$ cat config.mk
export PLATFORM = sky130hd
export DESIGN_NAME = serial_sub
export DESIGN_NICKNAME = d
export VERILOG_FILES = /design/src/rtl/serial_sub.sv
export SDC_FILE = /design/constraint.sdc
export NUM_CORES = 1
export LEC_CHECK = 0
export BUFFER_PORTS_ARGS = -buffer_cell sky130_fd_sc_hd__buf_2
export CAP_MARGIN = 0
export CORE_MARGIN = 1.5
export CORE_UTILIZATION = 45
export CTS_CLUSTER_SIZE = 16
export DETAILED_ROUTE_END_ITERATION = 10
export GPL_ROUTABILITY_DRIVEN = 0
export GPL_TIMING_DRIVEN = 0
export PLACE_DENSITY = 0.7
export SYNTH_ARGS = -nofsm -noshare
export SYNTH_HDL_FRONTEND = slang
export SYNTH_SLANG_ARGS = --single-unit
$ cat constraint.sdc
create_clock -name clk -period 1.42 [get_ports clk]
set_clock_uncertainty 0.05 [all_clocks]
set_input_delay 0.071 -clock clk [delete_from_list [all_inputs] [get_ports clk]]
set_output_delay 0.071 -clock clk [all_outputs]
set_load 0.05 [all_outputs]
$ cat src/rtl/serial_sub.sv
// serial_sub -- bit-serial unsigned subtractor, computes (A - B - bin) mod 2^WIDTH
// LSB first, one full-subtractor step per clock, with a single borrow flop
// carrying the borrow from one bit to the next.
//
// Handshake: start is sampled only while the block is idle (busy=0). The edge
// that samples start=1 captures a_in, b_in and bin, and busy rises after it.
// busy stays high through the RUN phase and the single done cycle. done is a
// one-cycle pulse marking diff/borr valid. diff/borr then hold until the next
// operation completes. start seen while busy is ignored.
//
// Ports:
//   clk       rising-edge clock
//   rst_n     asynchronous active-low reset
//   start     request to begin an operation (idle only)
//   a_in      minuend, captured on the accepted start edge
//   b_in      subtrahend, captured on the accepted start edge
//   bin       borrow-in, captured on the accepted start edge
//   busy      high from the accepted start until the done cycle ends
//   done      one-cycle result-valid pulse
//   diff      registered difference
//   borr      registered final borrow-out (1 when A < B + bin)
//   dbg_state current FSM state (0=IDLE, 1=RUN, 2=DONE) for observation

module serial_sub #(
  parameter int WIDTH = 8
) (
  input  logic             clk,
  input  logic             rst_n,
  input  logic             start,
  input  logic [WIDTH-1:0] a_in,
  input  logic [WIDTH-1:0] b_in,
  input  logic             bin,
  output logic             busy,
  output logic             done,
  output logic [WIDTH-1:0] diff,
  output logic             borr,
  output logic [1:0]       dbg_state
);

  localparam int CW = (WIDTH > 1) ? $clog2(WIDTH) : 1;
  localparam logic [CW-1:0] LAST = CW'(WIDTH - 1);

  typedef enum logic [1:0] {
    IDLE = 2'd0,
    RUN  = 2'd1,
    DONE = 2'd2
  } state_t;

  state_t           state;
  logic [WIDTH-1:0] a_sh;
  logic [WIDTH-1:0] b_sh;
  logic [WIDTH-1:0] d_sh;
  logic [CW-1:0]    cnt;
  logic             bor;

  logic             d_bit;
  logic             bor_nxt;

  // Full-subtractor cell on the current LSBs and the stored borrow.
  always_comb begin
    d_bit   = a_sh[0] ^ b_sh[0] ^ bor;
    bor_nxt = (~a_sh[0] & b_sh[0]) | (~(a_sh[0] ^ b_sh[0]) & bor);
  end

  assign dbg_state = state;

  always_ff @(posedge clk or negedge rst_n) begin
    if (!rst_n) begin
      state <= IDLE;
      a_sh  <= '0;
      b_sh  <= '0;
      d_sh  <= '0;
      cnt   <= '0;
      bor   <= 1'b0;
      busy  <= 1'b0;
      done  <= 1'b0;
      diff  <= '0;
      borr  <= 1'b0;
    end else begin
      case (state)
        IDLE: begin
          done <= 1'b0;
          if (start) begin
            a_sh  <= a_in;
            b_sh  <= b_in;
            bor   <= bin;
            cnt   <= '0;
            busy  <= 1'b1;
            state <= RUN;
          end
        end

        RUN: begin
          a_sh <= {1'b0, a_sh[WIDTH-1:1]};
          b_sh <= {1'b0, b_sh[WIDTH-1:1]};
          // Result bits enter at the MSB so that after WIDTH shifts the
          // first (LSB) result bit has arrived at position 0.
          d_sh <= {d_bit, d_sh[WIDTH-1:1]};
          bor  <= bor_nxt;
          cnt  <= cnt + 1'b1;
          if (cnt == LAST) begin
            // Publish the final word directly, including the bit computed
            // on this edge, rather than waiting a cycle for d_sh.
            diff  <= {d_bit, d_sh[WIDTH-1:1]};
            borr  <= bor_nxt;
            done  <= 1'b1;
            state <= DONE;
          end
        end

        DONE: begin
          done  <= 1'b0;
          busy  <= 1'b0;
          state <= IDLE;
        end

        default: begin
          done  <= 1'b0;
          busy  <= 1'b0;
          state <= IDLE;
        end
      endcase
    end
  end

endmodule

==> metrics.md, run 1 <==
| Metric | Value |
|---|---|
| Status | `complete, but fails checks` |
| Failing checks | `setup timing` |
| Switching share of power | `0.414` |
| CP cell instances | `ha_2 > ha_4 > nand3b_1 > buf_6 > mux2_4` |
| H-tree depth | `2` |
| Peak VDD IR | `0.00138 V` |
| DP HPWL | `2510 um` |
| Core box area | `3660 um2` |
| Die ar. | `4220 um2` |
| Syn nets | `182` |
| Synthesized flop and latch total | `40` |
| Layer with the highest usage | `met2` |
| Most used DFF post-synth | `dfrtp_1` |
| Syn-to-layout area delta | `27.7%` |
| Worst Path Buf+Inv | `1` |
| # diodes | `0` |
| Ys Warns | `0` |
| Post-route setup slack | `-77.2 ps` |
| WP data arrival | `1620 ps` |
| Pre-CTS WS | `-126 ps` |
| Vias in the first global route | `1440` |
| Post-DP Area | `1980 um2` |
| Row count | `22` |
| Synthesized area per cell | `10.9 um2` |
| Psw | `2.20 mW` |
| CTS buffer count | `5` |
| Final worst path period share | `1.05` |
| Peak Freq | `668 MHz` |
| Crit start category | `register` |
| Fin area | `2210 um2` |
| Gr ovfl total | `0` |
| Met2 Resource Use GR | `0.326` |
| Setup_tns | `-492 ps` |
| Initial core utilization | `0.472` |
| Overall die width | `65.0 um` |
| Library cells used by synthesis | `25` |
| Final net count | `231` |
| Commonest cells in the netlist | `40 x dfrtp_1, 26 x nand2_1, 26 x o22ai_1` |
| Global-route wire length before repair | `6530 um` |
| Fin crit period | `1500 ps` |
| 1st-iter DRT viols | `124` |
| Final wirelength | `3760 um` |
| M3 GR Usage | `0.0434` |
| Clock power frac | `0.154` |
| Int Pwr | `3.11 mW` |
| Die Span Y | `65.0 um` |
| Largest net degree at the start of global routing | `41` |
| Later-pin clock latency in the skew report | `290 ps` |
| Crit-path slowest cell | `dfrtp_1` |
| Vias per inst | `5.47` |
| Area leader, netlist | `dfrtp_1` |
| Final Slew Violations | `0` |
| GR met1 Demand/Resource | `0.264` |
| RSZ-0062 raised after global routing | `yes` |
| Hold Path Class | `in2reg` |
| Kind of critical path | `reg2reg` |
| Final antenna-violating net count | `0` |
| Max-slew headroom | `0.420` |
| Port buffer count | `31` |
| Pwr dens | `2410 nW/um2` |
| Most numerous cell in the Yosys netlist | `dfrtp_1` |
| DRC | `0` |
| Drt wl/cell | `14.6 um` |
| Initial antenna violation count | `0` |
| Register area share after synthesis | `0.579` |
| CP Max Fanout | `8` |
| Max-cap violations | `0` |
| Top post-synthesis cells by area | `dfrtp_1 58%, o22ai_1 9.4%, nand2_1 5.6%` |
| Pleak | `1.09 nW` |
| Synthesized instance count | `159` |
| Gr usage total | `0.200` |
| CP required | `1540 ps` |
| Worst-path clk slew | `70 ps` |
| Sink Count | `40` |
| Post-synth EDFFs | `0` |
| Asr flop ratio synth | `1.00` |
| Final Hold Viols | `0` |
| DRT Pass-1 Iters | `6` |
| CTS tree | `done` |
| Worst-Margin Slew | `870 ps` |
| Flop pwr share | `0.384` |
| Top-area cell type share of the netlist area | `0.579` |
| Num ports | `33` |
| CP Capture Type | `register` |
| Crit-path max cell delay | `390 ps` |
| Via Count | `1407` |
| Root Buffer | `clkbuf_8` |
| Maximum clock path buffer count | `2` |
| Delay-heaviest family, CP | `flip-flops` |
| Share of layout cells above drive strength 1 | `0.359` |
| Cell Area, Synth | `1730 um2` |
| Combinational share of power | `0.462` |
| # setup viols final | `8` |
## worst paths after layout
kind | endpoint | cells after the start | slack [ps] | start
min reg2reg | d_sh[1] | 2 | 440 | d_sh[1]
max in group asynchronous | dbg_state[0] | 2 | 330 | rst_n
max | diff[4] | 5 | -80 | cnt[0]
min in group asynchronous | d_sh[7] | 2 | 390 | rst_n
max reg2reg | diff[4] | 5 | -80 | cnt[0]
min | a_sh[4] | 3 | 30 | a_in[4]
## cell families (layout without fill, tap and decap cells)
kind of cell / count (synthesis) / count (layout) / share of synthesized area
AO/OA/AOI/OAI: 52 / 52 / 0.182
AND/OR/NAND/NOR: 39 / 39 / 0.106
multiplexers: 8 / 8 / 0.0521
flip-flops: 40 / 40 / 0.579
adder cells (fa/ha/maj): 3 / 3 / 0.0261
buffers and inverters: 17 / 67 / 0.0543
## tightest hold or removal path, cell delays in order
cell,delay [ps]
buf_2,70
o22ai_1,50
a21oi_1,130
## layer usage
layer / part of all wire / vias up
met2: 0.49 / 50
met1: 0.43 / 686
met5: 0 / -
met4: 0.014 / 0
met3: 0.060 / 6
li1: - / 665
## layout make-up
type	count	area (um2)
Sequential cell	40	1000
Inverter	6	22.5
Clock buffer	8	100
Timing Repair Buffer	42	245
Buffer	11	83.8
Fill cell	311	1460
Multi-Input combinational cell	102	691
Tap cell	48	60.1
## power groups by stage
stage               clock [mW]  combinational, mW  sequential, mW
global placement             0               2.19            2.01
CTS                      0.840               2.40            2.03
global route             0.881               2.71            2.12
detailed placement           0               2.27            2.05
floorplan                    0               1.22            2.52
finish                   0.816               2.45            2.04
## metrics by stage
stage                     hold WS, ps   util  cells  power (mW)
after CTS                        35.6  0.591    254        5.27
final                            33.8  0.603    257        5.31
after global routing             48.3  0.603    257        5.71
after floorplan                  -275      -    159        3.74
after global placement            173  0.540    238        4.20
after detailed placement          190  0.540    238        4.32
## registers in the layout, summed over array words and instances, names as in the netlist
| signal | count |
|---|---|
| dbg_state | 2 |
| diff | 8 |
| d_sh | 7 |
| bor | 1 |
| done | 1 |
| b_sh | 8 |
| busy | 1 |
| borr | 1 |
| a_sh | 8 |
| cnt | 3 |
## what timing repair did
action,4_1_cts,5_1_grt
endpoints found under the hold margin,42,0
hold buffers,3,0
resized for setup,5,8
endpoints found under the setup margin,7,21
buffers inserted,5,3
pin swaps,2,0
## layout by cell type (no fill, tap or decap), types with 2 or more instances in the layout
| cell | n |
|---|---|
| buf_2 | 34 |
| a21oi_1 | 16 |
| and2b_1 | 2 |
| clkbuf_8 | 7 |
| dlygate4sd3_1 | 3 |
| o21ai_0 | 4 |
| buf_4 | 11 |
| dfrtp_1 | 38 |
| mux2_4 | 8 |
| a22o_1 | 2 |
| nand2_1 | 26 |
| dfrtp_2 | 2 |
| o22ai_1 | 24 |
| buf_6 | 3 |
| o22ai_2 | 2 |
| inv_1 | 6 |
| nor2_1 | 5 |
Note: power is estimated with default switching activity, not from simulation.
==> run 2: changes to the inputs <==
CORE_MARGIN = not set   (was 1.5)
==> run 2 against run 1 <==
Effect of this change: the flow still finishes with violations (setup timing); final area down 0.17%; via count up 1.2%; core utilization down 0.10 points; critical path type unchanged; critical path depth unchanged.
==> metrics.md, run 2 (synthesis results as in run 1) <==
| Metric | Value |
|---|---|
| Status | `complete, but fails checks (unchanged)` |
| Failing checks | `setup timing (unchanged)` |
| Final wirelength | `3660 um (was 3760 um)` |
| Most common cell after layout, fill and taps aside | `dfrtp_1 (unchanged)` |
| Later-pin clock latency in the skew report | `290 ps (about the same)` |
| WP data arrival | `1620 ps (about the same)` |
| Worst-Margin Slew | `884 ps (was 870 ps)` |
| Largest net degree at the start of global routing | `41 (unchanged)` |
| Vias per inst | `5.54 (was 5.47)` |
| Pleak | `1.09 nW (about the same)` |
| Worst Min Path Start | `a_in[4] (unchanged)` |
| Sink Count | `40 (unchanged)` |
| DRC | `0 (unchanged)` |
| Peak Freq | `667 MHz (was 668 MHz)` |
| Kind of critical path | `reg2reg (unchanged)` |
| Fin area | `2200 um2 (was 2210 um2)` |
| Final antenna-violating net count | `0 (unchanged)` |
| # diodes | `0 (unchanged)` |
| H-tree depth | `2 (unchanged)` |
| Initial antenna violation count | `0 (unchanged)` |
| Die ar. | `4090 um2 (was 4220 um2)` |
| Overall die width | `64.0 um (was 65.0 um)` |
| Final net count | `231 (unchanged)` |
| Final Hold Viols | `0 (unchanged)` |
| Initial core utilization | `0.472 (unchanged)` |
| 1st-iter DRT viols | `104 (was 124)` |
| Maximum clock path buffer count | `2 (unchanged)` |
| Top flop regs | `a_sh: 8 flops, b_sh: 8 flops, diff: 8 flops (unchanged)` |
| CP Capture Type | `register (unchanged)` |
| Hold Path Class | `in2reg (unchanged)` |
| Global-route wire length before repair | `6270 um (was 6530 um)` |
| Port buffer count | `31 (unchanged)` |
| CP cell instances | `ha_2 > ha_4 > nand3b_1 > buf_6 > mux2_4 (unchanged)` |
| Share of layout cells above drive strength 1 | `0.354 (was 0.359)` |
| CP required | `1540 ps (about the same)` |
| Gr ovfl total | `0 (unchanged)` |
| Hold Crit Endpoint | `a_sh[4] (unchanged)` |
| Fin crit period | `1500 ps (about the same)` |
| CP Max Fanout | `8 (unchanged)` |
| Max-cap violations | `0 (unchanged)` |
| Hold path depth | `3 (unchanged)` |
| DP HPWL | `2480 um (was 2510 um)` |
| Worst-path clk slew | `70 ps (about the same)` |
| Origin of the critical flop-to-flop path | `cnt[0] (unchanged)` |
| Via Count | `1424 (was 1407)` |
| Pre-CTS WS | `-133 ps (was -126 ps)` |
| Reg2reg end | `diff[4] (unchanged)` |
| DRT Pass-1 Iters | `4 (was 6)` |
| CP startpoint | `cnt[0] (unchanged)` |
| Crit-path slowest cell | `dfrtp_1 (unchanged)` |
| Post-DP Area | `1980 um2 (unchanged)` |
| Die Span Y | `64.0 um (was 65.0 um)` |
| Crit start category | `register (unchanged)` |
| Post-route setup slack | `-80.3 ps (was -77.2 ps)` |
| Most frequent cells in the layout | `38 x dfrtp_1, 33 x buf_2, 26 x nand2_1 (was 38 x dfrtp_1, 34 x buf_2, 26 x nand2_1)` |
| Pwr dens | `2400 nW/um2 (was 2410 nW/um2)` |
| CTS tree | `done (unchanged)` |
| CTS buffer count | `5 (unchanged)` |
| Internal reg-to-reg setup slack | `-80 ps (about the same)` |
| Max-slew headroom | `0.410 (was 0.420)` |
| Row count | `22 (unchanged)` |
| Final Slew Violations | `0 (unchanged)` |
| Core box area | `3660 um2 (unchanged)` |
| # setup viols final | `8 (unchanged)` |
| Final worst path period share | `1.06 (was 1.05)` |
| Num ports | `33 (unchanged)` |
| RSZ-0062 raised after global routing | `yes (unchanged)` |
| Peak VDD IR | `0.00145 V (was 0.00138 V)` |
| Syn-to-layout area delta | `27.4% (was 27.7%)` |
| R2R depth | `5 (unchanged)` |
| Root Buffer | `clkbuf_8 (unchanged)` |
| Gr usage total | `0.200 (about the same)` |
| Drt wl/cell | `14.2 um (was 14.6 um)` |
| Vias in the first global route | `1393 (was 1440)` |
| Crit-path max cell delay | `390 ps (about the same)` |
-- run 2: worst max path at each step --
stage               to  slack, ps  cells past startpoint
2_1_floorplan  b_sh[1]        -40                      3
3_3_place_gp   diff[6]       -110                      5
3_5_place_dp   diff[7]       -130                      5
4_1_cts        diff[4]        -80                      5
5_1_grt        diff[4]       -130                      5
6_report       diff[4]        -80                      5
-- run 2: layout make-up --
cell class | count | area (um2)
Buffer | 11 | 86.3
Clock buffer | 8 | 100
Fill cell | 305 | 1460
Inverter | 6 | 22.5
Multi-Input combinational cell | 102 | 684
Sequential cell | 40 | 1000
Tap cell | 48 | 60.1
Timing Repair Buffer | 42 | 245
-- run 2: through the flow --
stage,total power [mW],cells,hold WS (ps),setup TNS (ps),utilization
3_3_place_gp,4.20,238,172,-672,0.540
5_1_grt,5.68,257,49.4,-899,0.602
2_1_floorplan,3.74,159,-275,-242,-
3_5_place_dp,4.32,238,188,-780,0.540
4_1_cts,5.25,253,31.3,-494,0.589
6_report,5.29,257,38.7,-519,0.602
-- run 2: power by group --
part           switching (mW)  internal (mW)
Combinational            1.45          0.984
Clock                   0.377          0.443
Sequential              0.363           1.67
Total                    2.19           3.10
-- run 2: what timing repair did --
item | in CTS | in global routing
endpoints found under the setup margin | 7 | 20
gates cloned | 0 | 0
endpoints found under the hold margin | 42 | 0
resized for setup | 5 | 9
buffers inserted | 4 | 4
pin swaps | 2 | 0
hold buffers | 3 | 0
-- run 2: worst max-delay path: cells and delay by family, from the launching register on --
family / cells / cell delay [ps]
flip-flops: 1 / 390
adder cells (fa/ha/maj): 2 / 350
multiplexers: 1 / 310
buffers and inverters: 1 / 170
AND/OR/NAND/NOR: 1 / 110
-- run 2: layer usage --
metal  wire (um)  global-route usage  up-vias  share of wire
met5           0                   0        -              0
met4          48              0.0739        0          0.013
li1            -                   -      670              -
met3         168              0.0393        6          0.046
met1        1690               0.267      700           0.46
met2        1750               0.320       48           0.48
